==> config.mk <==
export PLATFORM = sky130hd
export DESIGN_NAME = cmos_frame_capture_ctrl_flat
export DESIGN_NICKNAME = d
export VERILOG_FILES = /design/src/rtl/cmos_capture_pkg.sv /design/src/rtl/cmos_frame_capture_ctrl_if.sv /design/src/rtl/capture_fifo.sv /design/src/rtl/cmos_frame_capture_ctrl.sv /design/src/flat_wrapper.sv
export SDC_FILE = /design/constraint.sdc
export NUM_CORES = 1
export LEC_CHECK = 0
export CORE_MARGIN = 5
export CORE_UTILIZATION = 59
export DETAILED_ROUTE_END_ITERATION = 10
export HOLD_SLACK_MARGIN = 0.1
export PLACE_DENSITY = 0.81
export SYNTH_ARGS = -nofsm -noshare
export SYNTH_HDL_FRONTEND = slang
export SYNTH_SLANG_ARGS = --single-unit
==> constraint.sdc <==
create_clock -name clk -period 11.1 [get_ports clk]
set_input_delay 1.665 -clock clk [delete_from_list [all_inputs] [get_ports clk]]
set_output_delay 1.665 -clock clk [all_outputs]
set_load 0.05 [all_outputs]
==> src/rtl/cmos_capture_pkg.sv <==
// Shared state encoding and register map for the CMOS frame capture controller.
package cmos_capture_pkg;

  typedef enum logic [1:0] {
    IDLE,
    ARMED,
    CAPTURE,
    DRAIN
  } state_t;

  localparam logic [2:0] REG_CTRL       = 3'd0;
  localparam logic [2:0] REG_STATUS     = 3'd1;
  localparam logic [2:0] REG_BUF_ADDR   = 3'd2;
  localparam logic [2:0] REG_LINE_COUNT = 3'd3;
  localparam logic [2:0] REG_LINE_WIDTH = 3'd4;
  localparam logic [2:0] REG_WORD_COUNT = 3'd5;

  localparam int CTRL_START  = 0;
  localparam int CTRL_IRQ_EN = 1;

  localparam int STAT_BUSY     = 0;
  localparam int STAT_DONE     = 1;
  localparam int STAT_OVERFLOW = 2;

endpackage

==> src/rtl/cmos_frame_capture_ctrl_if.sv <==
// Avalon-MM slave, Avalon-MM write master and CMOS pixel conduit of the capture controller.
interface cmos_frame_capture_ctrl_if #(
  parameter int ADDR_W = 32
);
  logic [2:0]        avs_address;
  logic              avs_read;
  logic              avs_write;
  logic [31:0]       avs_writedata;
  logic [31:0]       avs_readdata;
  logic [ADDR_W-1:0] avm_address;
  logic              avm_write;
  logic [31:0]       avm_writedata;
  logic              avm_waitrequest;
  logic              irq;
  logic              cmos_frame_valid;
  logic              cmos_line_valid;
  logic [11:0]       cmos_data;

  modport slave (
    input  avs_address, avs_read, avs_write, avs_writedata, avm_waitrequest,
           cmos_frame_valid, cmos_line_valid, cmos_data,
    output avs_readdata, avm_address, avm_write, avm_writedata, irq
  );

  modport master (
    output avs_address, avs_read, avs_write, avs_writedata, avm_waitrequest,
           cmos_frame_valid, cmos_line_valid, cmos_data,
    input  avs_readdata, avm_address, avm_write, avm_writedata, irq
  );
endinterface

==> src/rtl/capture_fifo.sv <==
// Synchronous show-ahead FIFO; a push into a full FIFO lands only if a pop frees a slot that cycle.
module capture_fifo #(
  parameter int DEPTH = 16,
  parameter int WIDTH = 32
) (
  input  logic             clk,
  input  logic             reset,
  input  logic             push,
  input  logic             pop,
  input  logic [WIDTH-1:0] wdata,
  output logic [WIDTH-1:0] rdata,
  output logic             full,
  output logic             empty
);
  localparam int AW = $clog2(DEPTH);
  localparam logic [AW:0] PTR_ONE = (AW + 1)'(1);

  logic [WIDTH-1:0] mem [DEPTH];
  logic [AW:0]      wr_ptr;
  logic [AW:0]      rd_ptr;
  logic             do_push;
  logic             do_pop;

  assign empty   = (wr_ptr == rd_ptr);
  assign full    = (wr_ptr[AW] != rd_ptr[AW]) && (wr_ptr[AW-1:0] == rd_ptr[AW-1:0]);
  assign do_pop  = pop && !empty;
  assign do_push = push && (!full || do_pop);
  assign rdata   = mem[rd_ptr[AW-1:0]];

  // NOTE: storage has no reset; pointers alone define which entries are valid.
  always_ff @(posedge clk) begin
    if (do_push) mem[wr_ptr[AW-1:0]] <= wdata;
  end

  // NOTE: sequential state uses non-blocking assignments so every flop samples pre-edge values.
  always_ff @(posedge clk or posedge reset) begin
    if (reset) begin
      wr_ptr <= '0;
      rd_ptr <= '0;
    end else begin
      if (do_push) wr_ptr <= wr_ptr + PTR_ONE;
      if (do_pop)  rd_ptr <= rd_ptr + PTR_ONE;
    end
  end
endmodule

==> src/rtl/cmos_frame_capture_ctrl.sv <==
// Single-frame CMOS capture: packs 12-bit pixel pairs into 32-bit words and
// writes them to memory through an Avalon-MM master, controlled over an Avalon-MM slave.
module cmos_frame_capture_ctrl
  import cmos_capture_pkg::*;
#(
  parameter int FIFO_DEPTH = 16,
  parameter int ADDR_W     = 32
) (
  input logic                      clk,
  input logic                      reset,
  cmos_frame_capture_ctrl_if.slave bus
);
  state_t            state;
  logic              fv_prev, lv_prev;
  logic              pix_odd;
  logic [11:0]       pix_hold;
  logic [15:0]       line_pix_cnt, line_width;
  logic [31:0]       line_count, word_count, buf_addr;
  logic [ADDR_W-1:0] wr_ptr;
  logic              irq_en, done, overflow;
  logic              avm_write_r;
  logic [31:0]       avm_wdata_r, readdata_r, read_mux;

  logic        accept, line_end, frame_start, frame_end, wr_accept;
  logic        push, pop, overflow_set, fifo_full, fifo_empty, busy;
  logic        ctrl_wr, stat_wr, buf_wr;
  logic [31:0] push_data, fifo_head;

  assign busy         = (state != IDLE);
  assign accept       = (state == CAPTURE) && bus.cmos_frame_valid && bus.cmos_line_valid;
  assign line_end     = lv_prev && !bus.cmos_line_valid;
  assign frame_start  = bus.cmos_frame_valid && !fv_prev;
  assign frame_end    = fv_prev && !bus.cmos_frame_valid;
  assign wr_accept    = avm_write_r && !bus.avm_waitrequest;
  assign pop          = !fifo_empty && (!avm_write_r || wr_accept);
  assign overflow_set = push && fifo_full && !pop;
  assign ctrl_wr      = bus.avs_write && (bus.avs_address == REG_CTRL);
  assign stat_wr      = bus.avs_write && (bus.avs_address == REG_STATUS);
  assign buf_wr       = bus.avs_write && (bus.avs_address == REG_BUF_ADDR);

  // A pair completes on an accepted odd pixel; a lone even pixel is flushed at line end.
  // NOTE: every always_comb output gets a default first so no path can infer a latch.
  always_comb begin
    push      = 1'b0;
    push_data = '0;
    if (state == CAPTURE && pix_odd) begin
      if (accept) begin
        push      = 1'b1;
        push_data = {4'h0, bus.cmos_data, 4'h0, pix_hold};
      end else if (line_end) begin
        push      = 1'b1;
        push_data = {20'h0, pix_hold};
      end
    end
  end

  capture_fifo #(.DEPTH(FIFO_DEPTH), .WIDTH(32)) u_fifo (
    .clk   (clk),
    .reset (reset),
    .push  (push),
    .pop   (pop),
    .wdata (push_data),
    .rdata (fifo_head),
    .full  (fifo_full),
    .empty (fifo_empty)
  );

  always_ff @(posedge clk or posedge reset) begin
    if (reset) begin
      state        <= IDLE;
      fv_prev      <= 1'b0;
      lv_prev      <= 1'b0;
      pix_odd      <= 1'b0;
      pix_hold     <= '0;
      line_pix_cnt <= '0;
      line_width   <= '0;
      line_count   <= '0;
      word_count   <= '0;
      buf_addr     <= '0;
      wr_ptr       <= '0;
      irq_en       <= 1'b0;
      done         <= 1'b0;
      overflow     <= 1'b0;
      avm_write_r  <= 1'b0;
      avm_wdata_r  <= '0;
    end else begin
      fv_prev <= bus.cmos_frame_valid;
      lv_prev <= bus.cmos_line_valid;

      if (ctrl_wr) irq_en   <= bus.avs_writedata[CTRL_IRQ_EN];
      if (buf_wr)  buf_addr <= {bus.avs_writedata[31:2], 2'b00};
      if (stat_wr && bus.avs_writedata[STAT_DONE])     done     <= 1'b0;
      if (stat_wr && bus.avs_writedata[STAT_OVERFLOW]) overflow <= 1'b0;
      if (overflow_set) overflow <= 1'b1;

      // Master: the held request stays untouched until accepted, then refills from the FIFO head.
      if (wr_accept) begin
        wr_ptr     <= wr_ptr + ADDR_W'(4);
        word_count <= word_count + 32'd1;
      end
      if (pop) begin
        avm_write_r <= 1'b1;
        avm_wdata_r <= fifo_head;
      end else if (wr_accept) begin
        avm_write_r <= 1'b0;
      end

      unique case (state)
        IDLE: begin
          if (ctrl_wr && bus.avs_writedata[CTRL_START]) begin
            state        <= ARMED;
            line_count   <= '0;
            word_count   <= '0;
            done         <= 1'b0;
            wr_ptr       <= ADDR_W'(buf_addr);
            pix_odd      <= 1'b0;
            line_pix_cnt <= '0;
          end
        end
        ARMED: begin
          if (frame_start) state <= CAPTURE;
        end
        CAPTURE: begin
          if (accept) begin
            if (line_pix_cnt != 16'hFFFF) line_pix_cnt <= line_pix_cnt + 16'd1;
            pix_odd  <= !pix_odd;
            if (!pix_odd) pix_hold <= bus.cmos_data;
          end
          if (line_end) begin
            line_count   <= line_count + 32'd1;
            line_width   <= line_pix_cnt;
            line_pix_cnt <= '0;
            pix_odd      <= 1'b0;
          end
          if (frame_end) state <= DRAIN;
        end
        DRAIN: begin
          // Hardware set is written last so it wins over a same-cycle W1C.
          if (fifo_empty && !avm_write_r) begin
            state <= IDLE;
            done  <= 1'b1;
          end
        end
        default: state <= IDLE;
      endcase
    end
  end

  always_comb begin
    read_mux = '0;
    case (bus.avs_address)
      REG_CTRL:       read_mux[CTRL_IRQ_EN] = irq_en;
      REG_STATUS: begin
        read_mux[STAT_BUSY]     = busy;
        read_mux[STAT_DONE]     = done;
        read_mux[STAT_OVERFLOW] = overflow;
      end
      REG_BUF_ADDR:   read_mux = buf_addr;
      REG_LINE_COUNT: read_mux = line_count;
      REG_LINE_WIDTH: read_mux = {16'h0, line_width};
      REG_WORD_COUNT: read_mux = word_count;
      default:        read_mux = '0;
    endcase
  end

  always_ff @(posedge clk or posedge reset) begin
    if (reset)             readdata_r <= '0;
    else if (bus.avs_read) readdata_r <= read_mux;
  end

  assign bus.avs_readdata  = readdata_r;
  assign bus.avm_address   = wr_ptr;
  assign bus.avm_write     = avm_write_r;
  assign bus.avm_writedata = avm_wdata_r;
  assign bus.irq           = done && irq_en;
endmodule

==> src/flat_wrapper.sv <==
// flat-port wrapper written by rule: the top's interface ports become plain ports
module cmos_frame_capture_ctrl_flat import cmos_capture_pkg::*;
#(
  parameter int FIFO_DEPTH = 16,
  parameter int ADDR_W     = 32
)
  (clk, reset, bus_avs_address, bus_avs_read, bus_avs_write, bus_avs_writedata, bus_avm_waitrequest, bus_cmos_frame_valid, bus_cmos_line_valid, bus_cmos_data, bus_avs_readdata, bus_avm_address, bus_avm_write, bus_avm_writedata, bus_irq);
  cmos_frame_capture_ctrl_if #(.ADDR_W(ADDR_W)) bus_i ();
  input logic clk;
  input logic reset;
  input wire logic [$bits(bus_i.avs_address)-1:0] bus_avs_address;
  input wire logic [$bits(bus_i.avs_read)-1:0] bus_avs_read;
  input wire logic [$bits(bus_i.avs_write)-1:0] bus_avs_write;
  input wire logic [$bits(bus_i.avs_writedata)-1:0] bus_avs_writedata;
  input wire logic [$bits(bus_i.avm_waitrequest)-1:0] bus_avm_waitrequest;
  input wire logic [$bits(bus_i.cmos_frame_valid)-1:0] bus_cmos_frame_valid;
  input wire logic [$bits(bus_i.cmos_line_valid)-1:0] bus_cmos_line_valid;
  input wire logic [$bits(bus_i.cmos_data)-1:0] bus_cmos_data;
  output wire logic [$bits(bus_i.avs_readdata)-1:0] bus_avs_readdata;
  output wire logic [$bits(bus_i.avm_address)-1:0] bus_avm_address;
  output wire logic [$bits(bus_i.avm_write)-1:0] bus_avm_write;
  output wire logic [$bits(bus_i.avm_writedata)-1:0] bus_avm_writedata;
  output wire logic [$bits(bus_i.irq)-1:0] bus_irq;
  assign bus_i.avs_address = bus_avs_address;
  assign bus_i.avs_read = bus_avs_read;
  assign bus_i.avs_write = bus_avs_write;
  assign bus_i.avs_writedata = bus_avs_writedata;
  assign bus_i.avm_waitrequest = bus_avm_waitrequest;
  assign bus_i.cmos_frame_valid = bus_cmos_frame_valid;
  assign bus_i.cmos_line_valid = bus_cmos_line_valid;
  assign bus_i.cmos_data = bus_cmos_data;
  assign bus_avs_readdata = bus_i.avs_readdata;
  assign bus_avm_address = bus_i.avm_address;
  assign bus_avm_write = bus_i.avm_write;
  assign bus_avm_writedata = bus_i.avm_writedata;
  assign bus_irq = bus_i.irq;
  cmos_frame_capture_ctrl #(.FIFO_DEPTH(FIFO_DEPTH), .ADDR_W(ADDR_W)) u_core (.clk(clk), .reset(reset), .bus(bus_i));
endmodule
-- After elaboration in Yosys (flattened, before gate mapping)
Memory sizes are Yosys's and may differ from the RTL's. A register that Yosys moved wholly into a read port is not among the register bits.
Index checks and enable logic that the tools add are counted.
- output and inout bits: 98
- bits in latches: 0
- input bits: 54
- logic and storage cells: 132
- memory bits (read-only): 0
- memories kept: 1
- flip-flop bits (word level): 221
- bits in writable memories: 512
- shift-type cells: 0
- magnitude comparators: 0
- bitwise gates (word level): 1
- multiply operators: 0
- reductions and logical operators: 44
- equal/unequal tests: 19
- mux-type cells: 43
- add/sub/neg operators: 6
- div/mod/pow operators: 0
- memory list (memory ; words ; bits a word ; read ports ; clocked after memory_dff ; wr ports ; RTL line ; source):
    u_core.u_fifo.mem ; 16 ; 32 ; 1 ; 1 ; 1 ; capture_fifo.sv:18 ; logic [WIDTH-1:0] mem [DEPTH];
- operators by type and width (cell ; number):
    $mux W32 ; 10
    $pmux W29 S4 ; 1
    $add A32 B1 Y32 const B ; 2
    $mux W16 ; 4
    $pmux W32 S2 ; 1
    $add A32 B3 Y32 const B ; 1
    $pmux W16 S2 ; 1
    $logic_and A1 B1 Y1 ; 21
    $add A16 B1 Y16 const B ; 1
    $ne A16 B16 Y1 const B ; 1
    $mux W1 ; 15
    $mux W12 ; 1
    $add A5 B1 Y5 const B ; 2
    $ne A2 B1 Y1 const B ; 5
    $pmux W1 S5 ; 2
    $logic_not A1 Y1 ; 9
    $reduce_and A3 Y1 ; 3
    $mux W2 ; 4
    $pmux W2 S4 ; 1
    $reduce_and A4 Y1 ; 2
    $reduce_bool A2 Y1 ; 4
    $eq A3 B2 Y1 const B ; 2
    $eq A3 B3 Y1 const B ; 2
    $eq A5 B5 Y1 ; 1
    14 further kinds ; 17

-- Logic depth before layout (Yosys ltp)
- depth after elaboration: 9
- gate-level depth with buffers: 9
- depth with buffers taken out: 7

-- By module
Synthesis repeated with hierarchy kept, for this count alone.
- cell total of the unflattened synthesis: 2013
- area total of the unflattened synthesis: 31990.7 um^2
- by module, submodules not included (module ; cells each ; area each (um^2) ; sequential area each (um^2) ; times used):
    capture_fifo ; 854 ; 20148.1 ; 15625.0 ; 1
    cmos_frame_capture_ctrl ; 1159 ; 11842.6 ; 6030.8 ; 1

-- Worst setup path before layout
OpenSTA, ideal clock, no wires.
- path kind: input -> register
- start point: input port bus_cmos_line_valid
- end point: memory u_core.u_fifo.mem[3][0] (enable)
- setup time: 0.435 ns
- data arrival time: 4.328 ns
- data required time: 10.665 ns
- path slack: 6.336 ns
- path buffers: 1
- cell stages on the path: 6
- cell sequence: nand2b_1 > a21oi_1 > a21boi_1 > clkbuf_1 > nand2_1 > nor3_1
- word-level cells in the longest chain between the ends: 8
- elaborated cells on any way between the ends: 9
- classes of those cells: mux: 5; reduce/logical: 4
- RTL lines (element ; RTL line ; source):
    start: declaration ; flat_wrapper.sv:17 ; input wire logic [$bits(bus_i.cmos_line_valid)-1:0] bus_cmos_line_valid;
    $logic_not A1 Y1 ; cmos_frame_capture_ctrl.sv:31 ; assign line_end = lv_prev && !bus.cmos_line_valid;
    $logic_and A1 B1 Y1 ; cmos_frame_capture_ctrl.sv:31 ;
    $mux W1 ; cmos_frame_capture_ctrl.sv:50 ; end else if (line_end) begin
    $mux W1 (*) ; cmos_frame_capture_ctrl.sv:47 ; if (accept) begin
    $mux W1 (*) ; cmos_frame_capture_ctrl.sv:46 ; if (state == CAPTURE && pix_odd) begin
    $logic_and A1 B1 Y1 (*) ; capture_fifo.sv:27 ; assign do_push = push && (!full || do_pop);
    $mux W1 (*) ; capture_fifo.sv:32 ; if (do_push) mem[wr_ptr[AW-1:0]] <= wdata;
    $mux W1 (implied by the code) (*) ; capture_fifo.sv:32 ;
    end: declaration ; capture_fifo.sv:18 ;
Mark *: on every way between the ends. The rest lies on a longest branch, timed or not.

-- Worst setup path in the final report
- start point: input port bus_cmos_line_valid
- end point: memory u_core.u_fifo.mem[8][3] (enable)
Same word-level chain as after synthesis.

==> flow_summary_export.csv <==
group,metric,value,unit
status,status,"finished clean",
floorplan,placeableCoreArea,44220,sq um
worst_hold_path,hold_path.class,"reg2reg",
sta,rsz0062_at_grt,"false",
floorplan,die_area,48980,sq um
clock_tree,clockBufferDepth,3,
grt,grt_pass1_wl,102300,microns
yosys,yosysWarnings,0,
yosys,synth.cell_area,26350,sq um
grt,first_global_vias,16420,
routing,highest_layer,"met5",
grt,grt-ovfl-total,0,
floorplan,pin_count,152,
clock_tree,cts_resized,0,
routing,wl_met3,7847,microns
power,ir_drop,0.1751,mV
sta,tightest_slew,1.322,ns
routing,via_per_inst,6.543,
placed_design,io_buffers,141,
sta,setup_viol,0,
clock_tree,clock_latency,0.63,ns
grt,grt_use_total,27.18,%
sta,fin_setup_tns,0,ns
yosys,synth_seq_cells,627,
clock_tree,clk_pin_slew,0.06,ns
yosys,ys.flop_type,"edfxtp_1",
sta,post-route-period-util,43.47,%
layout,drive_gt1_share,15.23,%
routing,dr_wl_met2,31660,microns
power,power.density,229.0,nW/um^2
yosys,seq_area_frac_synth,66.85,%
sta,worst_slack,6.275,ns
sta,fmax,207.3,MHz
floorplan,die_w,221.3,microns
setup_path,critPathRequiredTime,11.32,ns
clock_tree,clock-sinks,627,
clock_tree,cts_tree,"yes",
yosys,syn-instance-count,1767,
routing,ant_nets,0,
clock_tree,ctsHoldBuffers,0,
routing,num_vias,16590,
setup_path,worstSetupPathType,"in2reg",
sta,finalClockSkew,0.02579,ns
sta,relSlewSlack,11.89,%
setup_path,worstPathCellList,"clkdlybuf4s50_1 -> nand2b_1 -> a21oi_1 -> buf_4 -> a21boi_1 -> and3_1",
floorplan,start_util,59.58,%
layout,stdcell_area,30410,sq um
placed_design,dpl-instance-area,28310,sq um
setup_path,arrival,5.05,ns
layout,syn_to_final_growth,15.42,%
routing,drt-met1-wl,25830,microns
run,maxCapViolations,0,
layout,nNetsFinal,1959,
yosys,ys_types,64,
grt,antenna_found_initial,2,
floorplan,std_cell_rows,77,
placed_design,gp_congestion,0.8748,
setup_path,cp_max_fo,24,
setup_path,end_kind,"register",
sta,hold_viol,0,
power,p_leak,11.59,nW
placed_design,dp.cells,2423,
sta,holdWs,0.4750,ns
routing,drt_iter0_markers,2489,
floorplan,die_y,221.3,microns
yosys,avgSynthCellArea,14.91,sq um
placed_design,dp_hpwl,42170,microns
yosys,async_flop_share,38.76,%
layout,instances_no_fill,2536,
sta,slew_viol_final,0,
routing,drcViolationCount,0,
setup_path,critPathLaunchType,"input port",
setup_path,cpMaxStageDelayCell,"and3_1",
routing,wl_per_cell,26.56,microns
setup_path,slowest_delay,1.17,ns
clock_tree,numCtsBuffers,59,
clock_tree,htree_levels,2,
routing,dr.pass1.iters,5,
routing,routed_wl,67370,microns
layout,fill_cells,2746,
sta,period_minus_slack,4.825,ns
placed_design,pre_cts_ws,5.686,ns
clock_tree,clock-root-buffer,"clkbuf_16",
yosys,synth_edf_count,384,
grt,grt_max_degree,150,
clock_tree,post-cts-setup-buffers,0,
report_power, final:
group | leakage (nW) | switching [mW] | internal (mW) | total [mW]
sequential | 7.02 | 0.283 | 2.68 | 2.96
combinational | 3.55 | 1.14 | 0.719 | 1.86
clock | 1.02 | 0.877 | 1.26 | 2.14
state kept, by name, summed over array words and instances (netlist names), 2 cells and up:
name,cells
u_core.buf_addr,30
u_core.bus.avm_address,30
u_core.bus.avm_writedata,24
u_core.bus.avs_readdata,32
u_core.line_count,32
u_core.line_pix_cnt,16
u_core.line_width,16
u_core.pix_hold,12
u_core.state,2
u_core.u_fifo.mem,384
u_core.u_fifo.rd_ptr,5
u_core.u_fifo.wr_ptr,5
u_core.word_count,32
stage by stage:
step / util, % / power [mW]
after floorplan: - / 4.197
after global placement: 64.02 / 4.774
after detailed placement: 64.02 / 4.834
after CTS: 68.76 / 6.968
after global routing: 68.76 / 7.225
final: 68.76 / 6.965
area by class of cell:
| cell class | count | area (sq um) | area share, % |
|---|---|---|---|
| Antenna cell | 1 | 2.502 | 0.008229 |
| Clock buffer | 82 | 1698 | 5.584 |
| Clock inverter | 30 | 395.4 | 1.300 |
| Inverter | 49 | 191.4 | 0.6296 |
| Multi-Input combinational cell | 991 | 8164 | 26.85 |
| Sequential cell | 627 | 17620 | 57.94 |
| Tap cell | 592 | 740.7 | 2.436 |
| Timing Repair Buffer | 164 | 1597 | 5.250 |
logic make-up after synthesis:
kind of cell	count (synthesis)	share of synthesized area, %
compound gates	283	7.048
xor+xnor	90	2.992
fa+ha+maj	13	0.6174
buf+inv	158	2.498
flops	627	66.85
mux	180	11.69
other cells	1	0.01423
simple gates	415	8.292
cell usage in the layout, fill, tap and decap left out, types with 6 or more instances in the layout:
| cell type | Yosys | layout |
|---|---|---|
| a21o_1 | 26 | 26 |
| a21oi_1 | 69 | 69 |
| a221oi_1 | 20 | 20 |
| a22o_1 | 8 | 8 |
| a22oi_1 | 49 | 49 |
| and2_1 | 31 | 31 |
| and3_1 | 33 | 32 |
| and4_1 | 15 | 15 |
| buf_4 | 11 | 22 |
| bufinv_16 | 0 | 8 |
| clkbuf_1 | 72 | 10 |
| clkbuf_16 | 0 | 60 |
| clkbuf_8 | 0 | 11 |
| clkdlybuf4s50_1 | 0 | 141 |
| clkinv_1 | 0 | 6 |
| clkinv_2 | 0 | 9 |
| conb_1 | 1 | 10 |
| dfrtp_1 | 243 | 241 |
| edfxtp_1 | 384 | 384 |
| ha_1 | 13 | 13 |
| inv_1 | 49 | 48 |
| mux2_2 | 59 | 59 |
| mux2i_1 | 23 | 23 |
| mux4_2 | 96 | 96 |
| nand2_1 | 79 | 79 |
| nand2b_1 | 7 | 7 |
| nand3_1 | 53 | 53 |
| nand4_1 | 38 | 38 |
| nor2_1 | 89 | 88 |
| nor3_1 | 11 | 10 |
| o21ai_0 | 45 | 44 |
| o21ai_1 | 9 | 8 |
| o22ai_1 | 23 | 23 |
| o32ai_1 | 6 | 6 |
| or3_1 | 17 | 17 |
| or4_1 | 7 | 7 |
| xnor2_1 | 27 | 27 |
| xor2_1 | 63 | 63 |
routing by layer:
metal,vias up,GRT usage (%)
met5,-,0
met4,2,8.323
met3,131,6.732
met2,1014,42.23
met1,8442,38.84
li1,7003,-
path summary, 6_finish.rpt:
check	cells past startpoint	startpoint	end	slack (ns)
worst max register to register	7	u_core.state[0]	u_core.u_fifo.mem[8][3]	6.89
max in group asynchronous	3	reset	u_core.u_fifo.rd_ptr[1]	8.16
worst min-delay path	1	u_core.bus.avm_writedata[4]	u_core.bus.avm_writedata[4]	0.48
worst max-delay path	6	bus_cmos_line_valid	u_core.u_fifo.mem[8][3]	6.27
worst min register to register	1	u_core.bus.avm_writedata[4]	u_core.bus.avm_writedata[4]	0.48
min in group asynchronous	2	reset	u_core.bus.avm_address[23]	1.59
cell usage after synthesis, types with 31 or more instances:
cell / number / share of area [%]
inv_1: 49 / 0.70
edfxtp_1: 384 / 44
a22oi_1: 49 / 1.4
and2_1: 31 / 0.74
clkbuf_1: 72 / 1.0
xor2_1: 63 / 2.1
nor2_1: 89 / 1.3
o21ai_0: 45 / 0.85
nand2_1: 79 / 1.1
nand4_1: 38 / 0.90
dfrtp_1: 243 / 23
nand3_1: 53 / 1.0
and3_1: 33 / 0.78
mux2_2: 59 / 2.5
mux4_2: 96 / 8.2
a21oi_1: 69 / 1.3
worst max-delay path, delay by kind of cell:
| kind | cells | cell delay, ns |
|---|---|---|
| and+or+nand+nor | 2 | 1.45 |
| AOI/OAI and AO/OA | 2 | 1.19 |
| buffers and inverters | 2 | 0.71 |
(Power assumes the default switching activity.)
